$ cat src/rtl/midi_con_pkg.sv
// Shared constants and state types for the MIDI con-bus UART.
package midi_con_pkg;

   // Register addresses
   localparam int unsigned REG_RXDATA  = 0;
   localparam int unsigned REG_TXDATA  = 1;
   localparam int unsigned REG_STATUS  = 2;
   localparam int unsigned REG_CONTROL = 3;
   localparam int unsigned REG_RXCOUNT = 4;

   // STATUS bit indices
   localparam int unsigned ST_RX_AVAIL    = 0;
   localparam int unsigned ST_TX_READY    = 1;
   localparam int unsigned ST_RX_OVERRUN  = 2;
   localparam int unsigned ST_FRAMING_ERR = 3;
   localparam int unsigned ST_RX_FULL     = 4;
   localparam int unsigned ST_TX_BUSY     = 5;

   // CONTROL bit indices
   localparam int unsigned CTL_RX_IRQ_EN = 0;
   localparam int unsigned CTL_TX_IRQ_EN = 1;

   typedef enum logic [2:0] {
      RX_IDLE      = 3'd0,
      RX_START     = 3'd1,
      RX_DATA      = 3'd2,
      RX_STOP      = 3'd3,
      RX_WAIT_HIGH = 3'd4
   } rx_state_e;

   typedef enum logic [1:0] {
      TX_IDLE  = 2'd0,
      TX_START = 2'd1,
      TX_DATA  = 2'd2,
      TX_STOP  = 2'd3
   } tx_state_e;

endpackage

$ cat src/rtl/midi_con_fifo.sv
// Synchronous FIFO; a pop in the same cycle frees a slot for a push when full.
module midi_con_fifo #(
   parameter  int unsigned DEPTH = 16,
   parameter  int unsigned WIDTH = 8,
   localparam int unsigned CNT_W = $clog2(DEPTH) + 1
) (
   input  logic             clk,
   input  logic             reset_n,
   input  logic             push,
   input  logic [WIDTH-1:0] push_data,
   input  logic             pop,
   output logic [WIDTH-1:0] head_c,
   output logic             full_c,
   output logic             empty_c,
   output logic             drop_c,
   output logic [CNT_W-1:0] count
);

   localparam int unsigned PTR_W = $clog2(DEPTH);

   logic [WIDTH-1:0] mem_q [DEPTH];
   logic [WIDTH-1:0] mem_d [DEPTH];
   logic [PTR_W-1:0] wr_ptr_q, wr_ptr_d;
   logic [PTR_W-1:0] rd_ptr_q, rd_ptr_d;
   logic [CNT_W-1:0] count_q, count_d;
   logic             pop_ok_c;
   logic             push_ok_c;

   assign empty_c   = (count_q == '0);
   assign full_c    = (count_q == CNT_W'(DEPTH));
   assign pop_ok_c  = pop & ~empty_c;
   assign push_ok_c = push & (~full_c | pop_ok_c);
   assign drop_c    = push & ~push_ok_c;
   assign head_c    = mem_q[rd_ptr_q];
   assign count     = count_q;

   // Next pointer, occupancy and storage
   always_comb begin
      mem_d    = mem_q;
      wr_ptr_d = wr_ptr_q;
      rd_ptr_d = rd_ptr_q;
      count_d  = count_q;
      if (push_ok_c) begin
         mem_d[wr_ptr_q] = push_data;
         wr_ptr_d        = wr_ptr_q + PTR_W'(1);
      end
      if (pop_ok_c) begin
         rd_ptr_d = rd_ptr_q + PTR_W'(1);
      end
      case ({push_ok_c, pop_ok_c})
         2'b10:   count_d = count_q + CNT_W'(1);
         2'b01:   count_d = count_q - CNT_W'(1);
         default: count_d = count_q;
      endcase
   end

   // Pointer and count registers
   always_ff @(posedge clk) begin
      if (!reset_n) begin
         wr_ptr_q <= '0;
         rd_ptr_q <= '0;
         count_q  <= '0;
      end else begin
         wr_ptr_q <= wr_ptr_d;
         rd_ptr_q <= rd_ptr_d;
         count_q  <= count_d;
      end
   end

   // Storage needs no reset; occupancy gates every read of it
   always_ff @(posedge clk) begin
      mem_q <= mem_d;
   end

endmodule

$ cat src/rtl/midi_con_uart.sv
// MIDI UART behind the con register bus: RX FIFO, TX holding + shifter, IRQ.
module midi_con_uart
   import midi_con_pkg::*;
#(
   parameter int unsigned ADDRESS_WIDTH = 3,
   parameter int unsigned DATA_WIDTH    = 8,
   parameter int unsigned CLK_HZ        = 50_000_000,
   parameter int unsigned BAUD          = 31_250,
   parameter int unsigned FIFO_DEPTH    = 16
) (
   input  logic                     clk,
   input  logic                     reset_n,
   input  logic                     con_chip_sel,
   input  logic                     con_read,
   input  logic                     con_write,
   input  logic [ADDRESS_WIDTH-1:0] con_adr,
   input  logic [DATA_WIDTH-1:0]    con_wdata,
   output logic [DATA_WIDTH-1:0]    con_rdata,
   output logic                     con_int_n,
   input  logic                     midi_rxd,
   output logic                     midi_txd
);

   localparam int unsigned DIV      = CLK_HZ / BAUD;
   localparam int unsigned HALF_DIV = DIV / 2;
   localparam int unsigned CNT_W    = $clog2(DIV + 1);
   localparam int unsigned FCNT_W   = $clog2(FIFO_DEPTH) + 1;

   // Bus decode
   logic       acc_rd_c, acc_wr_c;
   logic       adr_rx_c, adr_tx_c, adr_st_c, adr_ctl_c, adr_cnt_c;
   logic [7:0] wdata8_c;
   logic       pop_c, tx_load_c, w1c_c;

   // Register state
   logic [DATA_WIDTH-1:0] rdata_q, rdata_d;
   logic                  int_n_q, int_n_d;
   logic [1:0]            ctrl_q, ctrl_d;
   logic                  overrun_q, overrun_d;
   logic                  framing_q, framing_d;
   logic [7:0]            status_c, rd8_c;

   // RX state
   logic                  rxd_s1_q, rxd_s2_q, rxd_prev_q;
   rx_state_e             rx_state_q, rx_state_d;
   logic [CNT_W-1:0]      rx_cnt_q, rx_cnt_d;
   logic [2:0]            rx_bit_q, rx_bit_d;
   logic [7:0]            rx_shift_q, rx_shift_d;
   logic                  rx_push_c, rx_ferr_c;

   // TX state
   tx_state_e             tx_state_q, tx_state_d;
   logic [CNT_W-1:0]      tx_cnt_q, tx_cnt_d;
   logic [2:0]            tx_bit_q, tx_bit_d;
   logic [7:0]            tx_shift_q, tx_shift_d;
   logic [7:0]            hold_q, hold_d;
   logic                  hold_full_q, hold_full_d;
   logic                  txd_q, txd_d;

   // FIFO interface
   logic [7:0]            fifo_head_c;
   logic                  fifo_full_c, fifo_empty_c, fifo_drop_c;
   logic [FCNT_W-1:0]     fifo_count;

   assign acc_rd_c  = con_chip_sel & con_read;
   assign acc_wr_c  = con_chip_sel & con_write & ~con_read;
   assign wdata8_c  = 8'(con_wdata);
   assign adr_rx_c  = (con_adr == ADDRESS_WIDTH'(REG_RXDATA));
   assign adr_tx_c  = (con_adr == ADDRESS_WIDTH'(REG_TXDATA));
   assign adr_st_c  = (con_adr == ADDRESS_WIDTH'(REG_STATUS));
   assign adr_ctl_c = (con_adr == ADDRESS_WIDTH'(REG_CONTROL));
   assign adr_cnt_c = (con_adr == ADDRESS_WIDTH'(REG_RXCOUNT));
   assign pop_c     = acc_rd_c & adr_rx_c;
   assign tx_load_c = acc_wr_c & adr_tx_c & ~hold_full_q;
   assign w1c_c     = acc_wr_c & adr_st_c;

   midi_con_fifo #(
      .DEPTH (FIFO_DEPTH),
      .WIDTH (8)
   ) u_fifo (
      .clk       (clk),
      .reset_n   (reset_n),
      .push      (rx_push_c),
      .push_data (rx_shift_q),
      .pop       (pop_c),
      .head_c    (fifo_head_c),
      .full_c    (fifo_full_c),
      .empty_c   (fifo_empty_c),
      .drop_c    (fifo_drop_c),
      .count     (fifo_count)
   );

   // RX deserialiser: mid-bit sampling off the synchronised line
   always_comb begin
      rx_state_d = rx_state_q;
      rx_cnt_d   = rx_cnt_q;
      rx_bit_d   = rx_bit_q;
      rx_shift_d = rx_shift_q;
      rx_push_c  = 1'b0;
      rx_ferr_c  = 1'b0;
      case (rx_state_q)
         RX_IDLE: begin
            if (rxd_prev_q & ~rxd_s2_q) begin
               rx_state_d = RX_START;
               rx_cnt_d   = '0;
            end
         end
         RX_START: begin
            if (rx_cnt_q == CNT_W'(HALF_DIV - 1)) begin
               rx_cnt_d   = '0;
               rx_bit_d   = '0;
               rx_state_d = rxd_s2_q ? RX_IDLE : RX_DATA;
            end else begin
               rx_cnt_d = rx_cnt_q + CNT_W'(1);
            end
         end
         RX_DATA: begin
            if (rx_cnt_q == CNT_W'(DIV - 1)) begin
               rx_cnt_d   = '0;
               rx_shift_d = {rxd_s2_q, rx_shift_q[7:1]};
               rx_bit_d   = rx_bit_q + 3'd1;
               if (rx_bit_q == 3'd7) begin
                  rx_state_d = RX_STOP;
               end
            end else begin
               rx_cnt_d = rx_cnt_q + CNT_W'(1);
            end
         end
         RX_STOP: begin
            if (rx_cnt_q == CNT_W'(DIV - 1)) begin
               rx_cnt_d = '0;
               if (rxd_s2_q) begin
                  rx_push_c  = 1'b1;
                  rx_state_d = RX_IDLE;
               end else begin
                  rx_ferr_c  = 1'b1;
                  rx_state_d = RX_WAIT_HIGH;
               end
            end else begin
               rx_cnt_d = rx_cnt_q + CNT_W'(1);
            end
         end
         RX_WAIT_HIGH: begin
            if (rxd_s2_q) begin
               rx_state_d = RX_IDLE;
            end
         end
         default: rx_state_d = RX_IDLE;
      endcase
   end

   // TX serialiser; STOP chains straight into the next START when a byte waits
   always_comb begin
      tx_state_d  = tx_state_q;
      tx_cnt_d    = tx_cnt_q;
      tx_bit_d    = tx_bit_q;
      tx_shift_d  = tx_shift_q;
      hold_d      = hold_q;
      hold_full_d = hold_full_q;
      txd_d       = txd_q;
      if (tx_load_c) begin
         hold_d      = wdata8_c;
         hold_full_d = 1'b1;
      end
      case (tx_state_q)
         TX_IDLE: begin
            txd_d = 1'b1;
            if (hold_full_q) begin
               tx_shift_d  = hold_q;
               hold_full_d = 1'b0;
               tx_cnt_d    = '0;
               tx_state_d  = TX_START;
               txd_d       = 1'b0;
            end
         end
         TX_START: begin
            if (tx_cnt_q == CNT_W'(DIV - 1)) begin
               tx_cnt_d   = '0;
               tx_bit_d   = '0;
               tx_state_d = TX_DATA;
               txd_d      = tx_shift_q[0];
            end else begin
               tx_cnt_d = tx_cnt_q + CNT_W'(1);
            end
         end
         TX_DATA: begin
            if (tx_cnt_q == CNT_W'(DIV - 1)) begin
               tx_cnt_d = '0;
               if (tx_bit_q == 3'd7) begin
                  tx_state_d = TX_STOP;
                  txd_d      = 1'b1;
               end else begin
                  tx_bit_d   = tx_bit_q + 3'd1;
                  tx_shift_d = {1'b0, tx_shift_q[7:1]};
                  txd_d      = tx_shift_q[1];
               end
            end else begin
               tx_cnt_d = tx_cnt_q + CNT_W'(1);
            end
         end
         TX_STOP: begin
            if (tx_cnt_q == CNT_W'(DIV - 1)) begin
               tx_cnt_d = '0;
               if (hold_full_q) begin
                  tx_shift_d  = hold_q;
                  hold_full_d = 1'b0;
                  tx_state_d  = TX_START;
                  txd_d       = 1'b0;
               end else begin
                  tx_state_d = TX_IDLE;
                  txd_d      = 1'b1;
               end
            end else begin
               tx_cnt_d = tx_cnt_q + CNT_W'(1);
            end
         end
         default: tx_state_d = TX_IDLE;
      endcase
   end

   // Register file, sticky flags, read mux and interrupt
   always_comb begin
      status_c                 = '0;
      status_c[ST_RX_AVAIL]    = ~fifo_empty_c;
      status_c[ST_TX_READY]    = ~hold_full_q;
      status_c[ST_RX_OVERRUN]  = overrun_q;
      status_c[ST_FRAMING_ERR] = framing_q;
      status_c[ST_RX_FULL]     = fifo_full_c;
      status_c[ST_TX_BUSY]     = (tx_state_q != TX_IDLE);

      rd8_c = 8'h00;
      if (adr_rx_c) begin
         rd8_c = fifo_empty_c ? 8'h00 : fifo_head_c;
      end else if (adr_st_c) begin
         rd8_c = status_c;
      end else if (adr_ctl_c) begin
         rd8_c = {6'b0, ctrl_q};
      end else if (adr_cnt_c) begin
         rd8_c = 8'(fifo_count);
      end

      rdata_d = rdata_q;
      if (acc_rd_c) begin
         rdata_d = DATA_WIDTH'(rd8_c);
      end

      ctrl_d = ctrl_q;
      if (acc_wr_c & adr_ctl_c) begin
         ctrl_d = wdata8_c[1:0];
      end

      // Clear first so a same-cycle set wins
      overrun_d = overrun_q;
      framing_d = framing_q;
      if (w1c_c & wdata8_c[ST_RX_OVERRUN]) overrun_d = 1'b0;
      if (w1c_c & wdata8_c[ST_FRAMING_ERR]) framing_d = 1'b0;
      if (fifo_drop_c) overrun_d = 1'b1;
      if (rx_ferr_c) framing_d = 1'b1;

      int_n_d = ~((ctrl_q[CTL_RX_IRQ_EN] & ~fifo_empty_c) |
                  (ctrl_q[CTL_TX_IRQ_EN] & ~hold_full_q) |
                  overrun_q | framing_q);
   end

   // All state registers, synchronous active-low reset
   always_ff @(posedge clk) begin
      if (!reset_n) begin
         rxd_s1_q    <= 1'b1;
         rxd_s2_q    <= 1'b1;
         rxd_prev_q  <= 1'b1;
         rx_state_q  <= RX_IDLE;
         rx_cnt_q    <= '0;
         rx_bit_q    <= '0;
         rx_shift_q  <= '0;
         tx_state_q  <= TX_IDLE;
         tx_cnt_q    <= '0;
         tx_bit_q    <= '0;
         tx_shift_q  <= '0;
         hold_q      <= '0;
         hold_full_q <= 1'b0;
         txd_q       <= 1'b1;
         rdata_q     <= '0;
         int_n_q     <= 1'b1;
         ctrl_q      <= '0;
         overrun_q   <= 1'b0;
         framing_q   <= 1'b0;
      end else begin
         rxd_s1_q    <= midi_rxd;
         rxd_s2_q    <= rxd_s1_q;
         rxd_prev_q  <= rxd_s2_q;
         rx_state_q  <= rx_state_d;
         rx_cnt_q    <= rx_cnt_d;
         rx_bit_q    <= rx_bit_d;
         rx_shift_q  <= rx_shift_d;
         tx_state_q  <= tx_state_d;
         tx_cnt_q    <= tx_cnt_d;
         tx_bit_q    <= tx_bit_d;
         tx_shift_q  <= tx_shift_d;
         hold_q      <= hold_d;
         hold_full_q <= hold_full_d;
         txd_q       <= txd_d;
         rdata_q     <= rdata_d;
         int_n_q     <= int_n_d;
         ctrl_q      <= ctrl_d;
         overrun_q   <= overrun_d;
         framing_q   <= framing_d;
      end
   end

   assign con_rdata = rdata_q;
   assign con_int_n = int_n_q;
   assign midi_txd  = txd_q;

endmodule

$ cat config.mk
export PLATFORM = sky130hd
export DESIGN_NAME = midi_con_uart
export DESIGN_NICKNAME = d
export VERILOG_FILES = /design/src/rtl/midi_con_pkg.sv /design/src/rtl/midi_con_fifo.sv /design/src/rtl/midi_con_uart.sv
export SDC_FILE = /design/constraint.sdc
export NUM_CORES = 1
export LEC_CHECK = 0
export CAP_MARGIN = 20
export CORE_ASPECT_RATIO = 1.25
export CORE_MARGIN = 2
export CORE_UTILIZATION = 61
export CTS_BUF_LIST = sky130_fd_sc_hd__clkbuf_4 sky130_fd_sc_hd__clkbuf_8 sky130_fd_sc_hd__clkbuf_16
export DETAILED_ROUTE_END_ITERATION = 12
export PLACE_DENSITY_LB_ADDON = 0.25
export SYNTH_ARGS = -nofsm -noshare
export SYNTH_HDL_FRONTEND = slang
export SYNTH_SLANG_ARGS = --single-unit
$ cat constraint.sdc
create_clock -name clk -period 4.7 [get_ports clk]
set_input_delay 1.175 -clock clk [delete_from_list [all_inputs] [get_ports clk]]
set_output_delay 1.175 -clock clk [all_outputs]
set_load 0.05 [all_outputs]
==> out/metrics.csv, run 1 <==
stage,metric,value,unit
run_status,status,completed,
pwr,p_per_area,371,nW/um2
synth,yosysMostFrequentCell,edfxtp_1,
grt,use_met1,32.5,%
clocking,numCtsBuffers,21,
route,drtIter0Drc,524,
route,detail_route.vias_per_cell,6.34,
die,die_w,115,um
min_path,hold_start,rxd_s1_q$_SDFF_PN1_,
finish,fin_nets,810,
synth,async_flop_share,0,%
setup_path,crit_family,compound AO/OA/AOI/OAI gates,
route,vias,6131,
die,fp.dieH,143,um
sta,maxSlewHeadroom,33.0,%
synth,yosysTopAreaCell,edfxtp_1,
die,num_io_pins,27,
setup_path,crit_path_start,con_adr[2],
setup_path,critPathMaxFanout,9,
clocking,cts_resized,0,
sta,post-route-period-util,79.2,%
grt,grt_max_degree,39,
finish,area_delta_synth_final,11.1,%
grt,globalRouteMet3Util,3.01,%
sta,rsz0062_at_grt,false,
clocking,holdBufCountCts,0,
setup_path,critPathRequiredTime,5.12,ns
finish,drive_above_1_share,12.4,%
pwr,peakVddDrop,0.388,mV
setup_path,slowest_delay,0.48,ns
grt,grt_overflow,0,
synth,synth_area_leaders,"edfxtp_1, dfxtp_1, mux4_2",
placed_design,numPortBuffers,26,
setup_path,critical_path.cell_chain,clkdlybuf4s50_1 -> or3_1 -> o211ai_1 -> and2_1 -> inv_1 -> ha_1 -> xor2_1 -> ha_1 -> inv_1 -> o21ai_0 -> a21o_1 -> a31oi_1 -> mux2i_1,
setup_path,slowest_stage,clkdlybuf4s50_1,
die,die-area,16400,um2
pwr,leakage,3.48,nW
setup_path,path_buf_inv,3,
setup_path,cp-start-kind,input port,
clocking,cts_tree,built,
placed_design,place_inst,932,
sta,fin_setup_tns,0,ns
clocking,root_buffer,clkbuf_16,
sta,setup_violations,0,
clocking,htree_levels,1,
setup_path,critPathArrivalTime,4.15,ns
sta,period_needed,3.72,ns
route,routedWlPerCell,20.6,um
grt,grt_pass1_wl,31600,um
route,dr.pass1.iters,5,
sta,worstMarginPinSlew,1.00,ns
sta,finalHoldViolations,0,
finish,antenna_cells,0,
synth,synthTopCellsByCount,"edfxtp_1, dfxtp_1, nor2_1",
synth,ys_seq_elements,216,
synth,synth_ff_type,edfxtp_1,
synth,ys_types,62,
clocking,post-cts-setup-buffers,0,
min_path,hold_path.class,reg2reg,
placed_design,place.gp.congestion,0.880,
die,core_area,15000,um2
grt,top_usage_layer,met2,
die,rows,50,
synth,avgSynthCellArea,12.5,um2
synth,synth_seq_area_share,59.7,%
synth,yosys_warnings,0,
clocking,path_clk_slew,0.06,ns
grt,grt_pass1_vias,5924,
sta,slew_viol_final,0,
synth,syn_nets,789,
placed_design,dp_hpwl,13500,um
grt,grt_use_met2,43.5,%
clocking,cts_buffer_depth,3,
setup_path,r2r_start,u_fifo.count[2]$_SDFFE_PN0P_,
route,drt_wl_total,19900,um
flow_run,cap_violations,0,
setup_path,end_kind,register,
route,remaining_drc_errors,0,
synth,synthCells,752,
finish,fin_cells,967,
grt,antenna_found_initial,0,
clocking,worstSkewPairLatency,0.49,ns
sta,max_freq,0.268,GHz
synth,synth_edf_count,128,
sta,finClkSkew,0.00826,ns
clocking,numClockSinks,216,
synth,syn_area,9390,um2
route,ant_nets,0,
synth,netlist.area_leader.share,40.9,%
grt,grt_usage,25.0,%
setup_path,path_class,in2reg,
die,start_util,62.6,%
-- through the flow --
| stage | utilization, % | setup slack (ns) | total power, mW | instance area, um2 | hold slack, ns |
|---|---|---|---|---|---|
| 3_3_place_gp | 65.2 | 0.654 | 2.32 | 9790 | 0.394 |
| 6_report | 69.5 | 0.975 | 3.87 | 10400 | 0.407 |
| 5_1_grt | 69.5 | 0.768 | 3.99 | 10400 | 0.431 |
| 4_1_cts | 69.5 | 0.997 | 3.90 | 10400 | 0.408 |
| 2_1_floorplan | - | 0.965 | 2.26 | 9390 | 0.386 |
| 3_5_place_dp | 65.2 | 0.501 | 2.33 | 9790 | 0.394 |
-- layer usage --
layer,up-vias,wire length [um]
li1,2873,-
met1,3003,7990
met2,211,10100
met3,44,1140
met4,0,677
met5,-,0
-- sequential cells by signal, summed over array words and instances, names as in the netlist, 4 cells and up --
name and flops:
u_fifo.rd_ptr_q 4, u_fifo.count 5, tx_shift_q 8, con_rdata 8, rx_cnt_q 11, hold_q 8
u_fifo.mem_q 128, rx_shift_q 8, tx_cnt_q 11, u_fifo.wr_ptr_q 4
-- worst reg2reg max path: cells and delay by family, from the launching register on --
family | cells | cell delay, ns
xor gates and xnor gates | 1 | 0.18
buffers and inverters | 1 | 0.08
muxes | 1 | 0.19
AOI/OAI and AO/OA | 4 | 0.74
adders and majority gates | 2 | 0.54
and+or+nand+nor | 3 | 1.00
DFF | 1 | 0.40
-- kinds of logic (layout without fill, tap and decap cells) --
family / Yosys count / in the layout / synth area share [%]
mux: 74 / 74 / 12.3
flops: 216 / 216 / 59.7
compound gates: 134 / 134 / 9.24
xor+xnor: 9 / 9 / 0.839
buf+inv: 56 / 89 / 2.53
simple gates: 243 / 243 / 12.7
fa+ha+maj: 20 / 20 / 2.66
-- layout by cell type (no fill, tap or decap), drive strengths merged, types with 11 or more instances in the layout --
cell type      synthesis  final
dfxtp                 88     88
a21oi                 39     39
nor3                  11     11
nor2                  70     70
mux2i                 31     31
ha                    20     20
mux2                  11     11
edfxtp               128    128
clkdlybuf4s50          0     26
nor2b                 11     11
nand2                 67     67
nand3                 17     17
clkbuf                24     29
buf                   15     11
o21ai                 33     33
nand2b                12     12
mux4                  32     32
inv                   17     17
-- final timing paths --
kind,to,slack (ns),cells after the start
setup / recovery,u_fifo.count[4]$_SDFFE_PN0P_,0.98,13
hold / removal,rxd_s2_q$_SDFF_PN1_,0.41,1
setup reg to reg,u_fifo.count[4]$_SDFFE_PN0P_,1.50,12
hold reg to reg,rxd_s2_q$_SDFF_PN1_,0.41,1
-- area by class of cell --
cell class              instances  area (um2)
flip-flops and latches        216        5610
fillers                      1035        4580
multi-input cells             480        3550
clock buffers                  29         586
repair buffers                 37         343
well taps                     182         228
inverters                      17        63.8
clock inverters                 6        56.3
-- report_power, final --
| part | leakage (nW) | internal [mW] | switching [mW] |
|---|---|---|---|
| combinational | 1.25 | 0.0973 | 0.166 |
| sequential | 1.90 | 2.00 | 0.0301 |
| clock | 0.325 | 0.924 | 0.648 |
| total | 3.48 | 3.02 | 0.844 |
Note: power is estimated with default switching activity, not from simulation.
==> run 2, diff against run 1 <==
- CORE_UTILIZATION: 61 -> 55
- clock period: 4.7 -> 3.2 ns (I/O delays scaled with it)
==> run 2 against run 1 <==
  * Total power increased by 55%
  * Critical path type unchanged
  * Critical path depth decreased by 1
  * Largest cell class unchanged
  * Combinational power increased by 61%
  * Final area increased by 4.1%
  * Clock-buffer cell count increased by 5
  * Clock power increased by 66%
  * Largest power group unchanged
  * Setup slack got worse by 0.80 ns
  * Flip-flop and latch count unchanged
  * Hold slack improved by 0.0077 ns
==> out/metrics.csv, run 2 (synthesis gave the netlist of run 1 again) <==
stage,metric,value,unit
run_status,status,completed,
setup_path,slowest_stage,clkdlybuf4s50_1,
sta,finClkSkew,0.00999,ns
sta,finalHoldViolations,0,
grt,grt_usage,23.1,%
sta,worstMarginPinSlew,0.693,ns
grt,grt_pass1_vias,6394,
die,die-area,18100,um2
route,vias,6278,
finish,area_delta_synth_final,15.6,%
die,fp.dieH,150,um
setup_path,slowest_delay,0.44,ns
clocking,htree_levels,1,
die,start_util,56.0,%
finish,utilization,64.7,%
sta,period_needed,3.03,ns
sta,slew_viol_final,0,
sta,post-route-period-util,94.6,%
grt,use_met1,26.9,%
die,rows,53,
route,dr.pass1.iters,5,
pwr,p_per_area,553,nW/um2
clocking,cts_buffer_depth,3,
setup_path,cp-start-kind,input port,
setup_path,crit_family,simple AND/OR/NAND/NOR gates,
die,core_area,16800,um2
finish,fin_nets,845,
grt,grt_use_met2,43.9,%
sta,rsz0062_at_grt,false,
finish,drive_above_1_share,16.6,%
route,routedWlPerCell,19.9,um
flow_run,cap_violations,0,
sta,max_freq,0.330,GHz
sta,setup_violations,0,
min_path,hold_path.class,reg2reg,
die,num_io_pins,27,
finish,layout_commonest_cell,edfxtp_1,
setup_path,critical_path.cell_chain,clkdlybuf4s50_1 -> or3_1 -> o211ai_1 -> and2_1 -> inv_1 -> ha_1 -> xor2_1 -> ha_1 -> a21oi_1 -> xor2_1 -> or3_1 -> a21oi_1,
grt,top_usage_layer,met2,
sta,maxSlewHeadroom,53.7,%
setup_path,critPathRequiredTime,3.63,ns
clocking,worstSkewPairLatency,0.50,ns
route,drt_wl_total,20700,um
setup_path,critPathArrivalTime,3.46,ns
route,drtIter0Drc,454,
grt,grt_pass1_wl,32900,um
clocking,holdBufCountCts,0,
finish,most-common-layout-cells,"edfxtp_1, dfxtp_1, nor2_1",
grt,grt_overflow,0,
placed_design,numPortBuffers,26,
grt,grt_max_degree,36,
die,die_w,121,um
grt,antenna_found_initial,0,
pwr,power.total,6.00,mW
grt,globalRouteMet3Util,2.77,%
route,remaining_drc_errors,0,
placed_design,dp_hpwl,14400,um
route,ant_nets,0,
placed_design,place.gp.congestion,0.883,
setup_path,end_kind,register,
setup_path,path_class,in2reg,
finish,regMostFlops,u_fifo.mem_q,
clocking,root_buffer,clkbuf_16,
route,detail_route.vias_per_cell,6.01,
pwr,leakage,3.70,nW
setup_path,critPathMaxFanout,3,
finish,largest_reg_flops,128,
clocking,path_clk_slew,0.06,ns
finish,reg_top3,"u_fifo.mem_q x128, rx_cnt_q x11, tx_cnt_q x11",
clocking,cts_tree,built,
clocking,numClockSinks,216,
clocking,numCtsBuffers,22,
setup_path,path_buf_inv,2,
finish,antenna_cells,0,
pwr,peakVddDrop,0.482,mV
run 2: cell count changes in the layout (fill, tap and decap cells not counted), sizes merged:
| cell | change |
|---|---|
| buf | +34 |
| clkbuf | +5 |
| clkinv | -1 |
| clkinvlp | +1 |
run 2: worst reg2reg max path, delay by kind of cell, from the launching register on:
kind | cells | cell delay [ns]
compound gates | 2 | 0.30
xor+xnor | 2 | 0.25
fa+ha+maj | 3 | 0.69
buf+inv | 2 | 0.23
flops | 1 | 0.38
simple gates | 4 | 1.02
run 2: final timing paths:
| check | from | endpoint | slack [ns] | cells after the start |
|---|---|---|---|---|
| min | rxd_s1_q$_SDFF_PN1_ | rxd_s2_q$_SDFF_PN1_ | 0.42 | 1 |
| max | con_adr[2] | u_fifo.count[2]$_SDFFE_PN0P_ | 0.17 | 12 |
| max reg2reg | rx_cnt_q[0]$_SDFFE_PN0P_ | u_fifo.count[2]$_SDFFE_PN0P_ | 0.25 | 13 |
| min reg2reg | rxd_s1_q$_SDFF_PN1_ | rxd_s2_q$_SDFF_PN1_ | 0.42 | 1 |
run 2: layout make-up:
cell class	instances	area (um2)
clock buffers	34	701
clock inverters	6	58.8
fillers	1192	5920
inverters	17	63.8
multi-input cells	480	3560
flip-flops and latches	216	5610
well taps	220	275
repair buffers	71	598
run 2: routing by layer:
| metal | up-vias | share of wire [%] |
|---|---|---|
| met3 | 35 | 3.6 |
| met5 | - | 0 |
| met1 | 3156 | 39 |
| met4 | 0 | 2.3 |
| li1 | 2938 | - |
| met2 | 149 | 55 |
run 2: per-stage QoR:
| step | std cells | area, um2 | TNS (ns) | worst slack (ns) | hold WS (ns) |
|---|---|---|---|---|---|
| finish | 1044 | 10900 | 0 | 0.173 | 0.415 |
| global route | 1044 | 10900 | 0 | 0.00683 | 0.467 |
| CTS | 1044 | 10900 | 0 | 0.182 | 0.420 |
| detailed placement | 1004 | 10100 | -0.723 | -0.319 | 0.402 |
| global placement | 1004 | 10100 | -0.451 | -0.238 | 0.402 |
| floorplan | 752 | 9400 | -0.00817 | -0.00817 | 0.386 |
run 2: power breakdown:
part / switching (mW) / internal, mW / total, mW
clock network: 1.02 / 1.59 / 2.61
registers: 0.0264 / 2.94 / 2.97
logic: 0.268 / 0.156 / 0.424
run 2: what timing repair did:
action,CTS,global route
buffers inserted,0,0
gates resized for setup,0,1
endpoints found under the setup margin,0,1
